File: config.mk
export PLATFORM = sky130hd
export DESIGN_NAME = inst_encoder
export DESIGN_NICKNAME = d
export VERILOG_FILES = /design/src/rtl/inst_encoder_pkg.sv /design/src/rtl/inst_encoder_pack.sv /design/src/rtl/inst_encoder.sv
export SDC_FILE = /design/constraint.sdc
export NUM_CORES = 1
export LEC_CHECK = 0
export BUFFER_PORTS_ARGS = -buffer_cell sky130_fd_sc_hd__buf_2
export CORE_ASPECT_RATIO = 0.75
export CORE_MARGIN = 10
export CORE_UTILIZATION = 50
export CTS_CLUSTER_SIZE = 10
export DETAILED_ROUTE_END_ITERATION = 7
export GPL_TIMING_DRIVEN = 1
export PLACE_DENSITY = 0.79
export SLEW_MARGIN = 40
export SYNTH_ARGS = -nofsm -noshare
export SYNTH_HDL_FRONTEND = slang
export SYNTH_SLANG_ARGS = --single-unit
export TNS_END_PERCENT = 10
File: constraint.sdc
create_clock -name i_clk -period 3.7 [get_ports i_clk]
set_clock_uncertainty 0.2 [all_clocks]
set_input_delay 0 -clock i_clk [delete_from_list [all_inputs] [get_ports i_clk]]
set_output_delay 0 -clock i_clk [all_outputs]
set_load 0.05 [all_outputs]
File: src/rtl/inst_encoder_pkg.sv
// Shared definitions for the RV32I instruction encoder.
// Holds format bit indices, opcode constants, NOP word, request bundle, imm helper.
package inst_encoder_pkg;

    localparam int FMT_W = 6;
    localparam int FMT_R = 0;
    localparam int FMT_I = 1;
    localparam int FMT_S = 2;
    localparam int FMT_B = 3;
    localparam int FMT_U = 4;
    localparam int FMT_J = 5;

    localparam logic [6:0] OP_IMM    = 7'h13;
    localparam logic [6:0] OP_LUI    = 7'h37;
    localparam logic [6:0] OP_AUIPC  = 7'h17;
    localparam logic [6:0] OP_JAL    = 7'h6F;
    localparam logic [6:0] OP_JALR   = 7'h67;
    localparam logic [6:0] OP_BRANCH = 7'h63;
    localparam logic [6:0] OP_LOAD   = 7'h03;
    localparam logic [6:0] OP_STORE  = 7'h23;
    localparam logic [6:0] OP_OP     = 7'h33;

    localparam logic [31:0] INST_NOP = 32'h0000_0013;

    typedef struct packed {
        logic [FMT_W-1:0] fmt;
        logic [6:0]       opcode;
        logic [4:0]       rd;
        logic [4:0]       rs1;
        logic [4:0]       rs2;
        logic [2:0]       funct3;
        logic [6:0]       funct7;
        logic [31:0]      imm;
    } enc_req_t;

    // True when v[31:sh] are all equal, i.e. v fits a signed (sh+1)-bit field.
    function automatic logic imm_fits(input logic [31:0] v, input int unsigned sh);
        logic [31:0] t;
        t = 32'($signed(v) >>> sh);
        return (t == '0) || (t == '1);
    endfunction

endpackage

File: src/rtl/inst_encoder_pack.sv
// Combinational packer: request fields + immediate -> instruction word and flag.
// Ports: i_req (request bundle), o_inst (word), o_err (flag, 0 unless INST_ENCODER_RANGE_CHECK_EN).
module inst_pack
    import inst_encoder_pkg::*;
(
    input  enc_req_t    i_req,
    output logic [31:0] o_inst,
    output logic        o_err
);

    logic [31:0] w_raw;
    logic [31:0] w_imm;

    assign w_imm = i_req.imm;

    always_comb begin
        w_raw = '0;
        // A zero or multi-hot format produces no word at all.
        if ($onehot(i_req.fmt)) begin
            unique case (1'b1)
                i_req.fmt[FMT_R]: w_raw = {i_req.funct7, i_req.rs2, i_req.rs1,
                                           i_req.funct3, i_req.rd, i_req.opcode};
                i_req.fmt[FMT_I]: w_raw = {w_imm[11:0], i_req.rs1, i_req.funct3,
                                           i_req.rd, i_req.opcode};
                i_req.fmt[FMT_S]: w_raw = {w_imm[11:5], i_req.rs2, i_req.rs1,
                                           i_req.funct3, w_imm[4:0], i_req.opcode};
                i_req.fmt[FMT_B]: w_raw = {w_imm[12], w_imm[10:5], i_req.rs2,
                                           i_req.rs1, i_req.funct3, w_imm[4:1],
                                           w_imm[11], i_req.opcode};
                i_req.fmt[FMT_U]: w_raw = {w_imm[31:12], i_req.rd, i_req.opcode};
                i_req.fmt[FMT_J]: w_raw = {w_imm[20], w_imm[10:1], w_imm[11],
                                           w_imm[19:12], i_req.rd, i_req.opcode};
                default:          w_raw = '0;
            endcase
        end
    end

`ifdef INST_ENCODER_RANGE_CHECK_EN
    logic w_ok;
    logic w_bad;

    always_comb begin
        w_ok = 1'b0;
        if ($onehot(i_req.fmt)) begin
            unique case (1'b1)
                i_req.fmt[FMT_R]: w_ok = 1'b1;
                i_req.fmt[FMT_I]: w_ok = imm_fits(w_imm, 11);
                i_req.fmt[FMT_S]: w_ok = imm_fits(w_imm, 11);
                i_req.fmt[FMT_B]: w_ok = imm_fits(w_imm, 12) && !w_imm[0];
                i_req.fmt[FMT_U]: w_ok = (w_imm[11:0] == 12'h000);
                i_req.fmt[FMT_J]: w_ok = imm_fits(w_imm, 20) && !w_imm[0];
                default:          w_ok = 1'b0;
            endcase
        end
    end

    assign w_bad  = !w_ok;
    assign o_inst = w_bad ? INST_NOP : w_raw;
    assign o_err  = w_bad;
`else
    assign o_inst = w_raw;
    assign o_err  = 1'b0;
`endif

endmodule

File: src/rtl/inst_encoder.sv
// Two-stage pipelined RV32I encoder with valid/ready on both sides.
// Ports: i_clk, i_rst_n, i_valid/o_ready + fields in; o_valid/i_ready, o_inst, o_err, o_err_count out.
// Option: INST_ENCODER_RANGE_CHECK_EN enables legality flagging, NOP substitution and the counter.
module inst_encoder
    import inst_encoder_pkg::*;
#(
    parameter int ERR_CNT_W = 8
) (
    input  logic                 i_clk,
    input  logic                 i_rst_n,
    input  logic                 i_valid,
    output logic                 o_ready,
    input  logic [FMT_W-1:0]     i_format,
    input  logic [6:0]           i_opcode,
    input  logic [4:0]           i_rd,
    input  logic [4:0]           i_rs1,
    input  logic [4:0]           i_rs2,
    input  logic [2:0]           i_funct3,
    input  logic [6:0]           i_funct7,
    input  logic [31:0]          i_immediate,
    output logic                 o_valid,
    input  logic                 i_ready,
    output logic [31:0]          o_inst,
    output logic                 o_err,
    output logic [ERR_CNT_W-1:0] o_err_count
);

    enc_req_t    r_s1;
    logic        r_s1_valid;
    logic        r_s2_valid;
    logic [31:0] r_inst;
    logic        r_err;

    logic        w_s2_adv;
    logic        w_s1_adv;
    logic        w_accept;
    logic [31:0] w_inst;
    logic        w_err;
    enc_req_t    w_req;

    assign w_req = '{fmt: i_format, opcode: i_opcode, rd: i_rd, rs1: i_rs1,
                     rs2: i_rs2, funct3: i_funct3, funct7: i_funct7,
                     imm: i_immediate};

    // S2 can take a new word when empty or draining this cycle.
    assign w_s2_adv = !r_s2_valid || i_ready;
    assign w_s1_adv = r_s1_valid && w_s2_adv;
    assign o_ready  = !r_s1_valid || w_s1_adv;
    assign w_accept = i_valid && o_ready;

    inst_pack u_pack (
        .i_req  (r_s1),
        .o_inst (w_inst),
        .o_err  (w_err)
    );

    always_ff @(posedge i_clk or negedge i_rst_n) begin
        if (!i_rst_n) begin
            r_s1       <= '0;
            r_s1_valid <= 1'b0;
        end else begin
            if (w_accept) begin
                r_s1       <= w_req;
                r_s1_valid <= 1'b1;
            end else if (w_s1_adv) begin
                r_s1_valid <= 1'b0;
            end
        end
    end

    always_ff @(posedge i_clk or negedge i_rst_n) begin
        if (!i_rst_n) begin
            r_s2_valid <= 1'b0;
            r_inst     <= '0;
            r_err      <= 1'b0;
        end else begin
            if (w_s1_adv) begin
                r_s2_valid <= 1'b1;
                r_inst     <= w_inst;
                r_err      <= w_err;
            end else if (i_ready) begin
                r_s2_valid <= 1'b0;
            end
        end
    end

    assign o_valid = r_s2_valid;
    assign o_inst  = r_inst;

`ifdef INST_ENCODER_RANGE_CHECK_EN
    logic [ERR_CNT_W-1:0] r_err_count;

    always_ff @(posedge i_clk or negedge i_rst_n) begin
        if (!i_rst_n) begin
            r_err_count <= '0;
        end else if (r_s2_valid && i_ready && r_err && (r_err_count != '1)) begin
            r_err_count <= r_err_count + 1'b1;
        end
    end

    assign o_err       = r_err;
    assign o_err_count = r_err_count;
`else
    // Flag path is inert without range checking; r_err stays 0.
    assign o_err       = r_err;
    assign o_err_count = '0;
`endif

endmodule

* Word-level counts from Yosys, hierarchy flattened
Cells that the tools add are included.
W data, S select, Z words.
** Storage, ports and cells
- Output and inout port bits :: 43
- Word-level logic and storage cells :: 31
- Input port bits :: 74
- Bits in registers :: 104
** Operators by class
- Reduce and logical (&&, ||, !) cells :: 8
- Mux-type cells :: 6
- $add $sub $neg :: 5
- Equality and inequality tests :: 1
** Operator list (number)
- $pmux W32 S6 :: 1
- $mux W32 :: 1
- $add A1 B1 Y2 :: 3
- $add A3 B3 Y3 :: 2
- $mux W1 :: 4
- $reduce_bool A2 Y1 :: 2
- $eq A3 B1 Y1 const B :: 1
- $logic_and A1 B1 Y1 :: 2
- $logic_not A1 Y1 :: 2
- $logic_or A1 B1 Y1 :: 2

* Logic depth before layout (Yosys ltp)
Gate-level depths: netlist of run 1.
- Depth in word-level cells :: 6
- Gate-level depth with buffers :: 10
- Mapped depth without buffers :: 7

* Modules after synthesis
Synthesis of run 1 repeated with hierarchy kept, for this count alone.
** Unflattened totals
- Cells, all modules :: 328
- Area, all modules :: 4643.2 µm²
** Modules (own cells, without submodules)
- inst_encoder :: seq. area each 2627.5 µm², times used 1, area an instance 4020.1 µm², cells each 233
- inst_pack :: seq. area each 0.0 µm², times used 1, area an instance 623.1 µm², cells each 95

* Worst setup path before layout of run 1
Ideal clock, no wire load.
- Path type :: register to register
- Start :: reg r_s1[64] (netlist bit)
- End :: reg r_inst[21], in the netlist o_inst[21]
- Arrival time :: 2.665 ns
- Stages on the path, launching flop included :: 11
- Setup time :: 0.101 ns
- Slack :: 0.734 ns
- Required time :: 3.399 ns
- Clock period less this slack :: 2.966 ns
- Path buffers :: 3
- Path through :: dfrtp_1 > clkbuf_1 > inv_1 > ha_1 > fa_1 > ha_1 > nor2b_1 > clkbuf_1 > nand2_1 > clkbuf_1 > o32ai_1
** Between the ends
- Word-level cells in the longest chain between the ends :: 5
- Elaborated cells between the ends (all ways) :: 6
- Classes of those cells :: 3 x add/sub; 1 x eq/ne; 2 x mux
** Ends and longest elaborated chain
- start, declared :: RTL line inst_encoder.sv:28 : enc_req_t r_s1;
- start signal, assigned :: RTL line inst_encoder.sv:63 : r_s1 <= w_req;
- $add A1 B1 Y2 (not written as such) :: RTL line inst_encoder_pack.sv:19 : if ($onehot(i_req.fmt)) begin
- $add A3 B3 Y3 (not written as such) (2 in series) :: RTL line inst_encoder_pack.sv:19
- $eq A3 B1 Y1 :: RTL line inst_encoder_pack.sv:19
- $mux W32 * :: RTL line inst_encoder_pack.sv:19
- end signal, assigned :: RTL line inst_encoder.sv:79 : r_inst <= w_inst;
- end, declared :: RTL line inst_encoder.sv:31 : logic [31:0] r_inst;
Every way passes the cells marked *; elsewhere a longest branch is shown, timed or not.
A chain may end at the register's enable or synchronous reset.

* Final worst setup path of run 1
- Start :: reg r_s1[64] (netlist bit)
- End :: reg r_inst[20], in the netlist o_inst[20]
Same word-level chain as after synthesis.

==> flow_summary_export.csv, run 1 <==
group,metric,value,unit
synth,yosysSeqAreaShare,0.576,
grt,overflow,0,
critical_path,cp_data_arrival_time,3.26,ns
critical_path,r2r-end,"o_inst[20]",
grt,antenna_found_initial,1,
drt,first_iter_violations,378,
grt,grt.total_usage,0.192,
grt,grt_pass1_wl,19.6,mm
power,combPwrFrac,0.368,
sta,final_hold_viol_count,0,
finish,regArea,2600,um2
grt,busiest_layer,"met2",
floorplanning,die_h,102,um
power,clkPwrFrac,0.253,
sta,period_minus_slack,3.22,ns
power,power_density,673,nW/um2
placement,dp_hpwl,8.21,mm
grt,grt_util_met1,0.231,
finish,area_growth,37.1,%
synth,synth_enable_flop_cells,0,
drt,drtAntennaViolNets,0,
synth,synth_seq_cells,104,
drt,drc,0,
critical_path,r2r-start,"r_s1[64]",
synth,yosysWarnings,0,
critical_path,startpoint,"r_s1[64]",
floorplanning,dieArea,13300,um2
clock_network,htreeDepth,3,
clock_network,ctsResizeCount,0,
critical_path,crit_chain,"inv_1 -> ha_1 -> fa_1 -> ha_1 -> nor2b_1 -> nand2_1 -> buf_4 -> o32ai_1",
power,p_seq_frac,0.379,
critical_path,cpPeakStageDelay,0.64,ns
critical_path,r2r_slack,0.48,ns
sta,fin_crit_sh,0.870,
sta,rsz0062_at_grt,"false",
synth,synth.distinct_cells,28,
grt,grt_use_met3,0.0585,
drt,avgRoutedWirePerCell,19.7,um
critical_path,crit_type,"flop to flop",
floorplanning,floorplan.initialDensity,0.523,
sta,setup_slack,0.481,ns
placement,placed_cells,537,
critical_path,path_common_cell,"ha_1",
floorplanning,io_pins,117,
floorplanning,die_w,130,um
clock_network,cts_max_path_buffers,2,
synth,synth.avg_cell_area,13.2,um2
sta,slew_headroom,0.543,
placement,place_ws,0.504,ns
worst_hold_path,min_path_type,"input pin to async pin",
floorplanning,core,8640,um2
sta,hold_ws,0.0160,ns
drt,num_vias,3464,
critical_path,worst-path-max-fanout,25,
sta,fin_tns_setup,0,ns
sta,slew_violations,0,
finish,final_cell_mix,"buf_2, dfrtp_1, dlygate4sd3_1",
finish,nets,597,
power,p_sw,1660,uW
clock_network,cts_tree,"done",
clock_network,clock_tree.root_cell,"clkbuf_16",
synth,synthArstFlopShare,1.00,
clock_network,worst_skew_pair.late_latency,0.35,ns
sta,finalSetupViolCount,0,
floorplanning,rows,29,
sta,max_freq,0.311,GHz
clock_network,clock-sinks,104,
drt,avgViaCountPerCell,5.52,
synth,netlist_area,4510,um2
synth,syn_inst,341,
grt,grt_pass1_vias,3707,
grt,grt_start_max_net_pins,74,
critical_path,slowest_stage,"dfrtp_1",
run_status,status,"finished, final reports clean",
critical_path,crit_path_start_kind,"flop",
clock_network,clk_pin_slew_worst_paths,0.07,ns
clock_network,cts_inserted_buffers,9,
power,sw_frac_of_total,0.398,
critical_path,crit_path_end_kind,"flop",
critical_path,r2r_cells,8,
drt,wl,12.4,mm
synth,synthFlopType,"dfrtp_1",
sta,worstMarginPinSlew,0.684,ns
critical_path,worstPathRequired,3.74,ns
finish,layout_commonest_cell,"buf_2",
finish,nFillCells,597,
grt,met2_usage,0.323,
finish,final_cells,628,
power,p_leak,0.00285,uW
run,max_cap_viol_count,0,
power,vdd_ir_drop_max,0.000416,V
power,internal_power,2510,uW
placement,place_congestion,0.788,
finish,drive_gt1_frac,0.393,
finish,multi_input_area,1640,um2
drt,dr.pass1.iters,5,
placement,port_buffers,107,
power,power,4170,uW
==> synth_stat cells (2+ instances only) <==
cell type,count,share of area
buf_4,9,0.015
buf_2,8,0.0089
dfrtp_1,104,0.58
o32ai_1,32,0.062
clkbuf_1,13,0.011
ha_1,7,0.019
nand2b_1,3,0.0042
fa_1,2,0.0089
nand2_1,2,0.0017
inv_1,38,0.032
a222oi_1,12,0.027
or2_2,2,0.0028
or4_1,3,0.0050
nand3_1,9,0.010
a22oi_1,14,0.023
buf_1,2,0.0017
mux2_2,70,0.17
==> cell families (layout without fill, tap and decap cells) <==
logic type | count (synthesis) | after routing | synth area share
multiplexers | 70 | 70 | 0.175
AO/OA/AOI/OAI | 60 | 60 | 0.115
adder cells (fa/ha/maj) | 9 | 9 | 0.0283
AND/OR/NAND/NOR | 26 | 26 | 0.0335
flip-flops | 104 | 104 | 0.576
other | 1 | 10 | 0.000831
buffers and inverters | 70 | 240 | 0.0679
XOR/XNOR | 1 | 1 | 0.00360
==> worst max-delay path by stage <==
| stage | slack, ns | cells after the start | to |
|---|---|---|---|
| final | 0.48 | 8 | o_inst[20] |
| after global routing | 0.29 | 8 | o_inst[20] |
| after CTS | 0.47 | 8 | o_inst[20] |
| after detailed placement | 0.50 | 8 | o_inst[20] |
| after global placement | 0.69 | 8 | o_inst[27] |
| after floorplan | 0.73 | 10 | o_inst[21] |
==> sequential cells by signal (all words and copies together) (netlist names) <==
name and cells:
o_valid 1, r_s1 70, r_s1_valid 1, o_inst 32
==> worst max-delay path: cells and delay by family (launching register included) <==
| kind | cells | cell delay, ns |
|---|---|---|
| AOI/OAI and AO/OA | 1 | 0.35 |
| adders and majority gates | 3 | 1.07 |
| DFF | 1 | 0.64 |
| buffers and inverters | 2 | 0.34 |
| and+or+nand+nor | 2 | 0.51 |
==> what timing repair did <==
item                       4_1_cts  5_1_grt
setup buffers                    0        0
setup endpoints to repair        0        0
hold endpoints to repair       144        0
hold buffers                    74        0
==> per-layer routing <==
| metal | vias to the layer above | part of all wire |
|---|---|---|
| met5 | - | 0 |
| met4 | 0 | 0.018 |
| met3 | 17 | 0.079 |
| met2 | 162 | 0.49 |
| met1 | 1698 | 0.42 |
| li1 | 1587 | - |
==> power groups by stage <==
stage,clock [uW],sequential [uW],combinational [uW]
6_report,1050,1580,1530
5_1_grt,1110,1610,1630
4_1_cts,1070,1570,1540
3_5_place_dp,0,1590,1470
3_3_place_gp,0,1590,1430
2_1_floorplan,0,2080,559
==> stage by stage <==
| stage | utilization | cell area, um2 |
|---|---|---|
| 2_1_floorplan | - | 4540 |
| 3_3_place_gp | 0.591 | 5110 |
| 3_5_place_dp | 0.592 | 5110 |
| 4_1_cts | 0.716 | 6190 |
| 5_1_grt | 0.717 | 6190 |
| 6_report | 0.717 | 6190 |
==> layout make-up <==
class	instances	area share
clock buffers	10	0.0386
inverters	38	0.0230
multi-input cells	175	0.265
clock inverters	6	0.0154
repair buffers	186	0.215
well taps	108	0.0218
diodes	1	0.000404
flip-flops and latches	104	0.421
Note: power is estimated with default switching activity, not from simulation.
==> run 2, diff against run 1 <==
- SYNTH_HIERARCHICAL: unset -> 1
==> flow_summary_export.csv, run 2 <==
group,metric,value,unit
power,power_density,620,nW/um2
finish,area_growth,37.3,%
synth,syn_inst,328,
run,max_cap_viol_count,0,
critical_path,path_common_cell,"fa_1",
placement,place_congestion,0.788,
synth,synthFlopType,"dfrtp_1",
synth,synthTopCellsByArea,"dfrtp_1, mux2_2, a222oi_1",
critical_path,critical-path-top-delay-family,"adder cells",
synth,synth_enable_flop_cells,0,
synth,synthTopCellsByCount,"dfrtp_1, mux2_2, nor2_1, a22oi_1, a222oi_1",
critical_path,worst-path-max-fanout,5,
grt,grt_start_max_net_pins,71,
synth,synthMostInstantiatedCell,"dfrtp_1",
critical_path,crit_chain,"inv_1 -> fa_1 -> fa_1 -> inv_1 -> ha_1 -> fa_1 -> or3b_4 -> a31o_4 -> buf_4 -> nor2_1 -> mux2_2",
critical_path,cpPeakStageDelay,0.50,ns
synth,synth_seq_cells,105,
critical_path,critPathBufInv,3,
worst_hold_path,min_path_type,"input pin to flop",
placement,dp_hpwl,8.01,mm
sta,fin_tns_setup,0,ns
worst_hold_path,hold_depth,3,
clock_network,worst_skew_pair.late_latency,0.35,ns
synth,yosysWarnings,6,
sta,max_freq,0.285,GHz
synth,synth-simple-area-share,0.0555,
synth,yosysTopAreaCell,"dfrtp_1",
synth,synth_top_area_frac,0.566,
sta,period_minus_slack,3.51,ns
drt,avgRoutedWirePerCell,19.4,um
power,p_leak,0.00307,uW
critical_path,r2r-end,"o_inst[17]",
critical_path,crit_path_end_kind,"flop",
critical_path,r2r-start,"r_s1[64]",
sta,worstMarginPinSlew,0.620,ns
finish,multi_input_area,1830,um2
synth,synth.distinct_cells,30,
critical_path,r2r_slack,0.19,ns
drt,dr.pass1.iters,8,
drt,drtAntennaViolNets,0,
floorplanning,core,9050,um2
sta,final_hold_viol_count,0,
worst_hold_path,hold-path-endpoint,"r_s1[10]",
finish,regMostFlops,"r_s1",
critical_path,crit_type,"flop to flop",
synth,yosys.area_share.adder,0.0183,
placement,port_buffers,108,
critical_path,worstPathRequired,3.78,ns
critical_path,r2r_cells,11,
drt,wl,12.6,mm
grt,antenna_found_initial,2,
grt,grt.total_usage,0.187,
critical_path,cp_data_arrival_time,3.59,ns
drt,num_vias,3443,
floorplanning,floorplan.initialDensity,0.513,
sta,slew_headroom,0.586,
grt,overflow,0,
placement,place_ws,0.0596,ns
synth,synth.avg_cell_area,14.2,um2
synth,yosysSeqAreaShare,0.566,
clock_network,clk_pin_slew_worst_paths,0.07,ns
synth,synth_top_family_by_area,"multiplexers",
clock_network,clock_tree.root_cell,"clkbuf_16",
sta,finalSetupViolCount,0,
synth,synth-compound-area-share,0.0569,
critical_path,slowest_stage,"fa_1",
drt,avgViaCountPerCell,5.27,
floorplanning,die_w,131,um
grt,grt_pass1_wl,20.0,mm
finish,nets,597,
critical_path,startpoint,"r_s1[64]",
floorplanning,io_pins,117,
finish,regArea,2630,um2
critical_path,crit_path_start_kind,"flop",
synth,synth-xor-area-share,0,
clock_network,cts_max_path_buffers,2,
finish,nFillCells,615,
sta,setup_slack,0.191,ns
drt,first_iter_violations,358,
synth,netlist_area,4640,um2
floorplanning,rows,30,
synth,synth.area.mux_share,0.250,
floorplanning,dieArea,13600,um2
synth,synthArstFlopShare,1.00,
run_status,status,"finished, final reports clean",
clock_network,htreeDepth,3,
clock_network,cts_tree,"done",
sta,fin_crit_sh,0.948,
power,vdd_ir_drop_max,0.000546,V
sta,slew_violations,0,
drt,drc,0,
finish,largest_reg_flops,70,
clock_network,clock-sinks,105,
floorplanning,die_h,103,um
worst_hold_path,min-delay-start,"i_immediate[10]",
finish,final_cell_mix,"buf_2, dfrtp_1, mux2_2",
grt,grt_pass1_vias,3730,
finish,drive_gt1_frac,0.478,
finish,layout_commonest_cell,"buf_2",
sta,rsz0062_at_grt,"false",
clock_network,cts_inserted_buffers,9,
run 2: routing by layer:
| layer | GRT usage | wire length [um] | vias up |
|---|---|---|---|
| li1 | - | - | 1540 |
| met1 | 0.219 | 5020 | 1714 |
| met2 | 0.321 | 6350 | 169 |
| met3 | 0.0623 | 1060 | 20 |
| met4 | 0.0673 | 211 | 0 |
| met5 | 0 | 0 | - |
run 2: power by group:
part | internal (uW) | switching (uW)
clock network | 542 | 405
registers | 1370 | 133
logic | 609 | 893
run 2: layout make-up:
type                            instances  area share
Timing Repair Buffer                  197       0.223
Sequential cell                       105       0.412
Clock inverter                          5     0.00844
Antenna cell                            2    0.000785
Clock buffer                           11      0.0381
Inverter                                8     0.00471
Tap cell                              128      0.0251
Multi-Input combinational cell        197       0.288
run 2: worst min-delay path, delay by kind of cell:
| kind | cells | cell delay (ns) |
|---|---|---|
| buffers and inverters | 2 | 0.61 |
| muxes | 1 | 0.13 |
run 2: cell families (layout without fill, tap and decap cells):
logic type | count (synthesis) | after routing
AND/OR/NAND/NOR | 47 | 47
flip-flops | 105 | 105
other | 2 | 11
buffers and inverters | 34 | 221
multiplexers | 103 | 103
adder cells (fa/ha/maj) | 5 | 5
AO/OA/AOI/OAI | 32 | 33
run 2: worst max path at each step:
| stage | end | depth (start not counted) | slack, ns |
|---|---|---|---|
| 2_1_floorplan | o_inst[23] | 12 | 0.06 |
| 3_3_place_gp | o_inst[16] | 11 | 0.18 |
| 3_5_place_dp | o_inst[17] | 11 | 0.06 |
| 4_1_cts | o_inst[17] | 11 | 0.02 |
| 5_1_grt | o_inst[15] | 11 | 0.07 |
| 6_report | o_inst[17] | 11 | 0.19 |
run 2: timing repair:
action,4_1_cts,5_1_grt
hold endpoints to repair,177,0
gates resized for setup,0,2
buffers inserted,0,3
endpoints found under the setup margin,0,17
hold buffers,76,0
run 2: stage by stage:
stage	hold WS (ns)	cell area, um2	std cells	power (uW)	utilization
6_report	0.223	6380	653	3960	0.705
5_1_grt	0.227	6380	653	4170	0.705
4_1_cts	0.214	6320	647	3900	0.699
3_5_place_dp	-0.267	5260	555	2880	0.581
3_3_place_gp	-0.272	5250	555	2830	0.580
2_1_floorplan	-0.496	4670	335	2470	-
==> run 3, diff against run 2 <==
- BUFFER_PORTS_ARGS: -buffer_cell sky130_fd_sc_hd__buf_2 -> unset
- DONT_BUFFER_PORTS: unset -> 1
- PLACE_DENSITY: 0.79 -> 0.68
- SYNTH_HIERARCHICAL: 1 -> unset
==> flow_summary_export.csv, run 3 (synthesized netlist as in run 1, its figures left out) <==
group,metric,value,unit
critical_path,cp_data_arrival_time,3.17,ns
grt,grt_pass1_wl,18.1,mm
grt,grt.total_usage,0.176,
sta,period_minus_slack,3.14,ns
grt,grt_start_max_net_pins,105,
grt,busiest_layer,"met2",
drt,wl,11.4,mm
drt,num_vias,3010,
grt,antenna_found_initial,0,
drt,first_iter_violations,279,
grt,grt_util_met1,0.219,
critical_path,r2r-start,"r_s1[64]",
worst_hold_path,min_path_type,"input pin to async pin",
floorplanning,dieArea,13300,um2
critical_path,r2r_slack,0.56,ns
critical_path,crit_path_end_kind,"flop",
finish,layout_commonest_cell,"dfrtp_1",
drt,avgRoutedWirePerCell,21.9,um
sta,max_freq,0.318,GHz
floorplanning,floorplan.initialDensity,0.523,
grt,overflow,0,
floorplanning,die_h,102,um
floorplanning,die_w,130,um
drt,avgViaCountPerCell,5.77,
grt,grt_use_met3,0.0652,
clock_network,cts_hold_buf,75,
sta,rsz0062_at_grt,"false",
placement,placed_cells,432,
drt,drtAntennaViolNets,0,
power,p_leak,0.00241,uW
clock_network,cts_tree,"done",
placement,place_congestion,0.731,
sta,final_hold_viol_count,0,
clock_network,cts_inserted_buffers,9,
finish,final_cells,522,
floorplanning,io_pins,117,
critical_path,worstPathRequired,3.73,ns
clock_network,cts_max_path_buffers,2,
sta,slew_headroom,0.609,
critical_path,r2r_cells,8,
sta,slew_violations,0,
grt,met2_usage,0.282,
run_status,status,"finished, final reports clean",
finish,area_growth,26.3,%
finish,largest_reg_flops,70,
clock_network,clock-sinks,104,
finish,regMostFlops,"r_s1",
clock_network,clk_pin_slew_worst_paths,0.07,ns
drt,drc,0,
floorplanning,core,8640,um2
clock_network,htreeDepth,3,
power,vdd_ir_drop_max,0.000390,V
finish,nFillCells,642,
sta,finalSetupViolCount,0,
clock_network,worst_skew_pair.late_latency,0.34,ns
sta,worstMarginPinSlew,0.585,ns
finish,nets,493,
critical_path,crit_path_start_kind,"flop",
sta,fin_tns_setup,0,ns
finish,antenna_cells,0,
critical_path,worst-path-max-fanout,25,
finish,final_cell_mix,"dfrtp_1, dlygate4sd3_1, mux2_2",
sta,fin_crit_sh,0.849,
finish,drive_gt1_frac,0.234,
critical_path,crit_type,"flop to flop",
critical_path,r2r-end,"o_inst[28]",
clock_network,cts_setup_buffers,0,
grt,grt_pass1_vias,3246,
floorplanning,rows,29,
placement,dp_hpwl,7.58,mm
clock_network,ctsResizeCount,0,
run,max_cap_viol_count,0,
placement,port_buffers,0,
drt,dr.pass1.iters,5,
power,power_density,708,nW/um2
clock_network,clock_tree.root_cell,"clkbuf_16",
==> run 3: worst max path at each step <==
stage,start,cells after the start,endpoint
3_5_place_dp,r_s1[64],8,o_inst[18]
2_1_floorplan,r_s1[64],10,o_inst[21]
6_report,r_s1[64],8,o_inst[28]
3_3_place_gp,r_s1[64],8,o_inst[22]
5_1_grt,r_s1[64],8,o_inst[28]
4_1_cts,r_s1[64],8,o_inst[17]
==> run 3: layout make-up <==
class                   instances  area (um2)  area share
flip-flops and latches        104        2600       0.457
clock buffers                  11         243      0.0426
inverters                      38         143      0.0250
clock inverters                 4         101      0.0178
well taps                     108         135      0.0237
multi-input cells             175        1650       0.290
repair buffers                 82         825       0.145
==> run 3: power breakdown <==
group	switching [uW]	internal, uW
sequential	772	1390
clock	406	681
combinational	409	375
==> run 3: critical path, cell delays in order, from the launching register on <==
cell and delay, ns:
dfrtp_1 0.61, inv_1 0.10, ha_1 0.34, fa_1 0.44, ha_1 0.25, xnor2_2 0.38
nand2_1 0.11, buf_4 0.24, o32ai_1 0.33
==> run 3: through the flow <==
step	area [um2]	hold WS (ns)	utilization	setup slack (ns)	total power [uW]
global placement	4570	-0.492	0.529	0.788	2840
global route	5700	0.117	0.660	0.381	4230
CTS	5700	0.0837	0.660	0.586	4060
detailed placement	4590	-0.492	0.531	0.617	2870
floorplan	4540	-0.496	-	0.734	2640
finish	5700	0.0385	0.660	0.560	4030
==> run 3: per-layer routing <==
layer	part of all wire	wire length (um)
met2	0.49	5620
met5	0	0
met3	0.085	974
met4	0.014	155
met1	0.41	4700
